===== src/rtl/shift_exec_pipe.sv =====
// Two-stage execute wrapper for the 16-bit SLL/SRA shifter.
// S1 drives the shifter, S2 holds the result for writeback and owns Z.
module shift_exec_pipe #(
   parameter int          DATA_W  = 16,
   parameter int          SHAMT_W = 4,
   parameter logic [3:0]  OPC_SLL = 4'b0100,
   parameter logic [3:0]  OPC_SRA = 4'b0101
) (
   input  logic               clk,
   input  logic               rst,
   input  logic               flush,
   input  logic               in_valid,
   output logic               in_ready,
   input  logic [3:0]         in_opcode,
   input  logic [DATA_W-1:0]  in_data,
   input  logic [SHAMT_W-1:0] in_imm,
   input  logic [3:0]         in_dst,
   output logic [DATA_W-1:0]  sh_in,
   output logic [SHAMT_W-1:0] sh_val,
   output logic               sh_mode,
   input  logic [DATA_W-1:0]  sh_out,
   output logic               out_valid,
   input  logic               out_ready,
   output logic [DATA_W-1:0]  out_data,
   output logic [3:0]         out_dst,
   output logic               out_z,
   output logic               z_flag,
   output logic               illegal
);

   logic               v1;
   logic [DATA_W-1:0]  s1_data;
   logic [SHAMT_W-1:0] s1_imm;
   logic               s1_mode;
   logic [3:0]         s1_dst;

   logic               v2;
   logic [DATA_W-1:0]  s2_data;
   logic [3:0]         s2_dst;
   logic               s2_z;

   logic s2_free;
   logic adv;
   logic in_fire;
   logic out_fire;
   logic op_sll;
   logic op_sra;
   logic legal;

   assign s2_free  = !v2 || out_ready;
   assign adv      = v1 && s2_free;
   assign in_ready = !flush && (!v1 || adv);
   assign in_fire  = in_valid && in_ready;
   assign out_fire = v2 && out_ready;

   assign op_sll = (in_opcode == OPC_SLL);
   assign op_sra = (in_opcode == OPC_SRA);
   assign legal  = op_sll || op_sra;

   // Shifter inputs are forced to zero whenever S1 is empty.
   assign sh_in   = v1 ? s1_data : '0;
   assign sh_val  = v1 ? s1_imm  : '0;
   assign sh_mode = v1 && s1_mode;

   assign out_valid = v2;
   assign out_data  = s2_data;
   assign out_dst   = s2_dst;
   assign out_z     = s2_z;

   always_ff @(posedge clk or posedge rst) begin
      if (rst) begin
         v1      <= 1'b0;
         s1_data <= '0;
         s1_imm  <= '0;
         s1_mode <= 1'b0;
         s1_dst  <= '0;
      end else if (flush) begin
         v1 <= 1'b0;
      end else if (in_fire && legal) begin
         v1      <= 1'b1;
         s1_data <= in_data;
         s1_imm  <= in_imm;
         s1_mode <= op_sra;
         s1_dst  <= in_dst;
      end else if (adv) begin
         v1 <= 1'b0;
      end
   end

   always_ff @(posedge clk or posedge rst) begin
      if (rst) begin
         v2      <= 1'b0;
         s2_data <= '0;
         s2_dst  <= '0;
         s2_z    <= 1'b0;
      end else if (flush) begin
         v2 <= 1'b0;
      end else if (adv) begin
         v2      <= 1'b1;
         s2_data <= sh_out;
         s2_dst  <= s1_dst;
         s2_z    <= (sh_out == '0);
      end else if (out_fire) begin
         v2 <= 1'b0;
      end
   end

   always_ff @(posedge clk or posedge rst) begin
      if (rst) begin
         z_flag  <= 1'b0;
         illegal <= 1'b0;
      end else begin
         illegal <= !flush && in_fire && !legal;
         if (!flush && out_fire) begin
            z_flag <= s2_z;
         end
      end
   end

endmodule

===== config.mk =====
export PLATFORM = sky130hd
export DESIGN_NAME = shift_exec_pipe
export DESIGN_NICKNAME = d
export VERILOG_FILES = /design/src/rtl/shift_exec_pipe.sv
export SDC_FILE = /design/constraint.sdc
export NUM_CORES = 1
export LEC_CHECK = 0
export ABC_CLOCK_PERIOD_IN_PS = 1600
export BUFFER_PORTS_ARGS = -buffer_cell sky130_fd_sc_hd__buf_2
export CORE_MARGIN = 3
export CORE_UTILIZATION = 47
export CTS_CLUSTER_SIZE = 28
export DETAILED_ROUTE_END_ITERATION = 10
export GPL_TIMING_DRIVEN = 0
export PLACE_DENSITY_LB_ADDON = 0.08
export SLEW_MARGIN = 10
export SYNTH_ARGS = -nofsm -noshare
export SYNTH_HDL_FRONTEND = slang
export SYNTH_SLANG_ARGS = --single-unit
export TNS_END_PERCENT = 20

===== constraint.sdc =====
create_clock -name clk -period 1.6 [get_ports clk]
set_input_delay 0.16 -clock clk [delete_from_list [all_inputs] [get_ports clk]]
set_output_delay 0.16 -clock clk [all_outputs]
set_load 0.01 [all_outputs]

==> results summary, run 1 <==
The most common cell in the synthesized netlist is dfrtp_1. The portion of the clock cycle consumed by the worst path in the final layout came out at around 94%. Setup repair after global routing could not meet its margin everywhere. The reg2reg setup slack is 100 ps. CTS saw 50 sinks. The total stage count of the critical path came out at 4. The global-route congestion overflow total is 0.

In this run the static leakage power is 1.571 nW. The area inside the core boundary is 0.004384 mm². After synthesis, the most frequently instantiated cells are dfrtp_1 (50), mux2_2 (27), and2_1 (21).

The cell at the slowest stage of the critical path is dfrtp_1. The worst path buffer plus inverter count is 1. The top cell type's share of synthesized area is 57.97%. The critical path required time came out at 1790 ps. The depth of the worst register-to-register path came out at 4. In this design, the largest share of critical-path delay is due to flip-flops. The number of slew-limit violations in the final report came to 0. STA classifies the critical path endpoint as a flip-flop. Dividing total power by cell area gives a power density of roughly 1100 mW/mm². The TritonCTS clock tree is yes. The number of global-route vias before repair is 1,365. The repair_antennas step left the layout with diodes totalling 0. Of all cell types, the one taking the most synthesized area is dfrtp_1.

In this run, distinct cell masters in the synthesized netlist total 20. For the worst setup path, the data arrival time is approximately 1700 ps. The pre-antenna-repair detailed-routing pass consisted of 4 iterations. In this run, the number of DRC markers left after iteration 0 of detailed routing was 74. In this run the count of I/O pins placed on the die edge is 95. By startpoint and endpoint, the worst setup path is classified as flip-flop to flip-flop. The total via count after detailed routing is 1,456. The routed wirelength normalized by instance count is 14.06 µm. The max-cap violation count is 0. The cell row count is 24. The count of state elements after synthesis came out at 50. The global-route wire length before repair came out at approximately 6400 µm.

The worst path needs 1505 ps of the cycle, external delays included. The number of placed cells counting well taps came out at just under 300. In this run, CTS created clock tree buffers numbering 5. The endpoint identified for the worst register-to-register timing path is out_data[3]. The largest net degree at the start of global routing came out at 27. In this run the tightest slew margin relative to its limit is a little under two thirds. The hold violation total from the final report was 0. Summing all placed instances gives a cell area of 0.002714 mm². The deepest clock path buffer count is 2. The primary flip-flop cell chosen by synthesis mapping is dfrtp_1.

The detailed-route DRC error count came out at 0. The floorplan step defined a die boundary enclosing 0.005441 mm². The synthesized area divided by synthesized cell count came out at around 15 µm². The horizontal extent of the die is 73.77 µm. The count of yosys warnings during synthesis is 0. The biggest cell delay along the critical path is 410 ps. The initial core utilization came out at 49.23%. The share of synthesized area occupied by flip-flops and latches is between 50 and 60%. Counting every net in the synthesized netlist gives 193.

The remaining antenna violation count after routing is 0. The top fanout value on the critical path is 10. The final weighted congestion in routability-driven placement is ~0.72.

The run finished with clean final reports. The chip height came out at 73.77 µm. The H-tree depth reported by CTS is 2.

Based on the critical path, the design can be clocked at up to 0.6646 GHz. The area growth from synthesis to final layout came out at 31.30%. Walking the worst path, the cells encountered are and2b_1 > nor2_1 > buf_2 > mux2_2. In this run the critical register-to-register path is launched from out_valid. STA classifies the critical path startpoint as a flip-flop. The setup TNS came out at 0 ps. The worst clock skew is 4.357 ps. The number of antenna violations at the first check in global routing came out at 0.

The path class of the tightest hold or removal check is input port to flip-flop. Counting flops with an async set or reset pin after synthesis yields a share of 100.0%. In this run the worst setup path begins at out_valid.

The clock latency of the later-clocked register in the worst-skew pair came out at 300 ps. The number of flops mapped to enable cells by yosys came out at 0. The root buffer cell chosen for the clock tree is clkbuf_8.

The area of the mapped netlist is 0.002158 mm². The worst setup slack after placement is 84.74 ps. The final setup slack of the worst path is ~95 ps.

The final layout contains routed wiring with a total length of between 4000 and 5000 µm. The net count of the finished layout is 296. The filler-free cell count of the finished design is 299.

The overall fraction of global-route tracks in use came out at between 10% and 20%. The critical path capture point is out_data[3]. In this run the tool buffered the top-level ports with 94 buffer cells. Detailed placement ended at an HPWL of between 3000 and 4000 µm.

The transition at the pin with the smallest max-transition slack is 547.0 ps. By area the synthesized netlist is led by dfrtp_1 (58%), mux2_2 (14%), mux2_4 (13%). The mean number of vias per cell came out at 4.870. After filler insertion, the fill cell instance count of the layout stands at 350. The share of final-layout standard cells stronger than drive strength 1 came out at between 60% and 70%.

Setup violations remaining at the end of the flow were counted as 0. The cell count after synthesis came out at 144. After clock tree synthesis, the clock-pin slew on the worst setup and hold paths is 90 ps. The peak ir drop on the vdd network is 0.0006073 V. The area of all placed cells without fillers is 0.002834 mm².
per-stage QoR:
step / hold slack (ps) / power, W / utilization (%)
6_report: 79.98 / 0.003061 / 64.64
5_1_grt: 69.02 / 0.003227 / 64.64
4_1_cts: 62.60 / 0.003116 / 64.61
3_5_place_dp: 245.4 / 0.002235 / 61.90
3_3_place_gp: 382.1 / 0.002212 / 61.44
2_1_floorplan: 226.4 / 0.001997 / -
cells in the final DEF (no fill, tap or decap), types with 2 or more instances in the layout:
cell type / instances
clkbuf_2: 2
mux2_4: 19
nor2_1: 3
and2_1: 21
o21ai_0: 2
buf_6: 2
buf_2: 96
clkbuf_8: 5
nor4_1: 4
mux2_2: 27
dfrtp_1: 50
nand3b_1: 2
logic make-up (layout without fill, tap and decap cells):
family	Yosys count	in the layout	synth area share [%]
AND/OR/NAND/NOR	36	36	11.48
flip-flops	50	50	57.97
multiplexers	46	46	27.30
buffers and inverters	8	111	2.203
AO/OA/AOI/OAI	4	4	1.043
area by class of cell:
cell class	instances	area, µm²	share of cell area [%]
inverters	2	7.507	0.2649
clock inverters	2	38.79	1.369
clock buffers	5	68.82	2.428
multi-input cells	86	859.6	30.33
repair buffers	96	500.5	17.66
plain buffers	6	42.54	1.501
flip-flops and latches	50	1251	44.15
well taps	52	65.06	2.296
metal layers:
metal  track usage, %  routed length (µm)  vias to the layer above
met5                0                   0                        -
met4            6.036                  60                        0
met3            5.335                 321                        6
met2            26.18                2075                       50
met1            18.41                1747                      693
li1                 -                   -                      707
where the power goes:
group	internal (W)	switching [W]
clock network	0.000460	0.000398
logic	0.000372	0.000214
registers	0.00151	0.000110
total	0.00234	0.000722
registers in the layout, indices dropped and copies added (netlist names):
signal     flops
z_flag         1
s1_data       16
illegal        1
s1_dst         4
s1_mode        1
out_dst        4
out_z          1
s1_imm         4
v1             1
out_data      16
out_valid      1
timing repair:
action                                  in CTS  in global routing
setup buffers                                0                  0
gates resized for setup                      1                  2
hold buffers                                 1                  0
pin swaps                                    0                  0
endpoints found under the hold margin       25                  0
endpoints found under the setup margin       1                 29
how the worst min path moves through the flow:
| stage | start | to | slack, ps | cells past startpoint |
|---|---|---|---|---|
| after detailed placement | rst | out_data[2] | 250 | 2 |
| after global routing | in_data[11] | s1_data[11] | 70 | 2 |
| after CTS | flush | out_valid | 60 | 2 |
| after global placement | flush | out_valid | 380 | 2 |
| final | flush | out_valid | 80 | 2 |
| after floorplan | flush | out_valid | 230 | 1 |
(Power assumes the default switching activity.)
==> run 2: changes to the inputs <==
--- a/config.mk
+++ b/config.mk
@@ -7,8 +7,10 @@
 export LEC_CHECK = 0
 export ABC_CLOCK_PERIOD_IN_PS = 1600
 export BUFFER_PORTS_ARGS = -buffer_cell sky130_fd_sc_hd__buf_2
+export CELL_PAD_IN_SITES_DETAIL_PLACEMENT = 0
+export CELL_PAD_IN_SITES_GLOBAL_PLACEMENT = 1
 export CORE_MARGIN = 3
-export CORE_UTILIZATION = 47
+export CORE_UTILIZATION = 36
 export CTS_CLUSTER_SIZE = 28
 export DETAILED_ROUTE_END_ITERATION = 10
 export GPL_TIMING_DRIVEN = 0
==> run 2 against run 1 <==
Clock power decreased by 23%. Count of clock-buffer cells in the layout is 2 higher. Sequential share of layout area shrank 0.097 points. Worst hold slack got worse by 5.7 ps. Sequential cell count stayed put. Non-clock buffer count unchanged. Register-to-register slack improved by 20 ps. Core utilization fell by 14 points. Global-route usage decreased by 2.6 points. Die area grew 28%. Largest power group unchanged. Highest routed layer unchanged.
==> results summary, run 2 (synthesis results as in run 1) <==
Run status: completed (unchanged). The number of cells traversed by the worst hold path came to 2 (unchanged). The worst hold-check path type is input port to flip-flop (unchanged).

The top achievable clock speed came out at 0.6733 GHz (was 0.6646 GHz). The number of buffers inserted during clock tree synthesis is 5 (unchanged). The met3 wire length came out at 317 µm (was 321 µm).

The nature of the critical path endpoint is a flip-flop (unchanged). The overall fraction of global-route tracks in use is 13.05% (was 15.64%). The post-DP HPWL is 3332 µm (was 3192 µm).

The area occupied by registers is 0.001251 mm² (unchanged). The largest net degree at the start of global routing came to 30 (was 27). The met2 wire length came out at 2068 µm (was 2075 µm). The critical path required time was 1770 ps (was 1790 ps).

The reg2reg setup slack is 110 ps (was 100 ps). The horizontal extent of the die is 83.43 µm (was 73.77 µm). The number of filler instances in the final layout came out at 526 (was 350). The number of global-route vias before repair was 1,468 (was 1,365). The initial core utilization is 38.26% (was 49.23%).

The type of origin of the critical path was a flip-flop (unchanged). The worst hold-check slack came out at 74.26 ps (was 79.98 ps). The portion of the clock cycle consumed by the worst path in the final layout came to 92.82% (was 94.05%). The multi-input logic area is 859.6 µm² (unchanged). The sum of internal, switching and leakage power was 0.002866 W (was 0.003061 W). The final setup slack of the worst path came out at 114.9 ps (was 95.26 ps).

The final weighted congestion in routability-driven placement was 0.6883 (was 0.7223). The number of clock sinks seen by CTS came out at 50 (unchanged). The remaining antenna violation count after routing came to 0 (unchanged). The leading cell type in the layout, fill and taps excluded is buf_2 (unchanged). The area inside the core boundary came out at 0.005642 mm² (was 0.004384 mm²).

The minimum clock period after layout is 1485 ps (was 1505 ps). The leakage power figure is 1.557 nW (was 1.571 nW). The worst endpoint data arrival time is 1660 ps (was 1690 ps).

The detailed-route DRC error count came out at 0 (unchanged). The floorplan die area is 0.006961 mm² (was 0.005441 mm²). The number of antenna violations at the first check in global routing came to 0 (unchanged). The worst setup slack after placement is 70.83 ps (was 84.74 ps). The clock latency of the later-clocked register in the worst-skew pair came out at 290 ps (was 300 ps). The buffer type at the clock tree root is clkbuf_8 (unchanged). The iteration-0 DRC count of the detailed router is 46 (was 74). The total via count after detailed routing is 1,433 (was 1,456). The area of all placed cells without fillers came out at 0.002840 mm² (was 0.002834 mm²). The top fanout value on the critical path was 10 (unchanged).

The peak ir drop on the vdd network was 0.0004847 V (was 0.0006073 V). The combinational share of power is 20.4% (was 19.1%). The max-cap violation count came to 0 (unchanged).

RSZ-0062 raised after global routing: no (was yes). The hold violation total from the final report is 0 (unchanged). The number of detailed-route iterations in the first pass is 4 (unchanged).

The power per cell area came out at 1009 mW/mm² (was 1080 mW/mm²). The mean number of vias per cell is 4.492 (was 4.870). The highest metal layer used by the detailed router is met4 (unchanged). The TritonCTS clock tree is yes (unchanged).

The normalized max-slew margin is 56.35% (was 63.48%). The routed wirelength normalized by instance count was 13.54 µm (was 14.06 µm). The internal power summed over all cells came out at 0.002183 W (was 0.002339 W). The global-route wire length before repair came out at 7258 µm (was 6375 µm). The switching share of power came out at 23.84% (was 23.60%). The transition at the pin with the smallest max-transition slack is 653.8 ps (was 547.0 ps).

The sum of routed wire segments on met1 is 1899 µm (was 1747 µm). The number of slew-limit violations in the final report came to 0 (unchanged). The share of final-layout standard cells stronger than drive strength 1 is 62.75% (was 63.56%).

The number of setup buffers added after CTS came out at 0 (unchanged). The cell row count was 27 (was 24). The layout net count came to 296 (unchanged). The number of failing setup endpoints in the final timing report came to 0 (unchanged). The count of buffers from port buffering came out at 94 (unchanged).

The number of inserted diodes came out at 0 (unchanged). The clock-pin slew on the worst setup and hold paths came out at 80 ps (was 90 ps). The number of placed cells counting well taps came to 311 (was 291). The total wire length after detailed routing is 4320 µm (was 4205 µm).

Most frequent cells in the layout: buf_2 (94), dfrtp_1 (50), mux2_2 (27) (was buf_2 (96), dfrtp_1 (50), mux2_2 (27)). The critical path class is flip-flop to flip-flop (unchanged). The deepest clock path buffer count is 2 (unchanged). The filler-free cell count of the finished design was 319 (was 299). The net switching power is 0.0006833 W (was 0.0007225 W). The worst clock skew is 2.659 ps (was 4.357 ps). The total cell area at the placement stage is 0.002746 mm² (was 0.002714 mm²). The clock share of power is 23.1% (was 28.0%). The chip height came out at 83.43 µm (was 73.77 µm).

The H-tree depth reported by CTS came out at 2 (unchanged). The area growth from synthesis to final layout came out at 31.59% (was 31.30%). The global-route congestion overflow total is 0 (unchanged). The depth of the worst register-to-register path is 4 (unchanged). The sequential fraction of design power was 56.5% (was 52.8%). The count of boundary I/O pins came out at 95 (unchanged).
-- run 2: cell count changes in the layout (fill, tap and decap cells not counted) --
cell,previous run,this run
buf_12,1,0
buf_16,0,1
buf_2,96,94
bufinv_16,1,0
clkbuf_1,0,2
clkbuf_4,0,2
clkinv_4,1,0
-- run 2: metal layers --
metal / vias to the layer above / global-route usage [%]
li1: 710 / -
met1: 672 / 17.24
met2: 47 / 20.34
met3: 4 / 4.167
met4: 0 / 4.386
met5: - / 0
-- run 2: final cells by class --
cell class	count	area share, %
plain buffers	6	1.674
clock buffers	7	2.687
inverters	2	0.2643
multi-input cells	86	30.26
flip-flops and latches	50	44.05
well taps	72	3.172
repair buffers	96	17.89
-- run 2: worst paths after layout --
kind,startpoint,to
worst min-delay path,flush,out_valid
worst min register to register,s1_mode,s1_mode
worst max-delay path,out_valid,out_data[4]
max in group asynchronous,rst,z_flag
min in group asynchronous,rst,out_data[15]
worst max register to register,out_valid,out_data[4]
-- run 2: power groups by stage --
stage	clock network (W)	logic, W	registers, W
finish	0.000662	0.000585	0.00162
floorplan	0	0.000325	0.00167
global placement	0	0.000582	0.00164
global route	0.000762	0.000638	0.00166
CTS	0.000702	0.000599	0.00162
detailed placement	0	0.000598	0.00164
-- run 2: worst max-delay path: stages, from the launching register on --
cell and delay [ps]:
dfrtp_1 400, and2b_1 220, nor2_1 150, clkbuf_4 240, mux2_2 350
-- run 2: stage by stage --
step / setup TNS, ps / utilization (%)
3_5_place_dp: 0 / 48.68
4_1_cts: 0 / 50.23
6_report: 0 / 50.34
5_1_grt: 0 / 50.34
2_1_floorplan: 0 / -
3_3_place_gp: -24400 / 48.19
-- run 2: what timing repair did --
action	CTS	global route
endpoints found under the setup margin	5	30
hold endpoints to repair	28	0
hold buffers	1	0
resized for setup	1	4
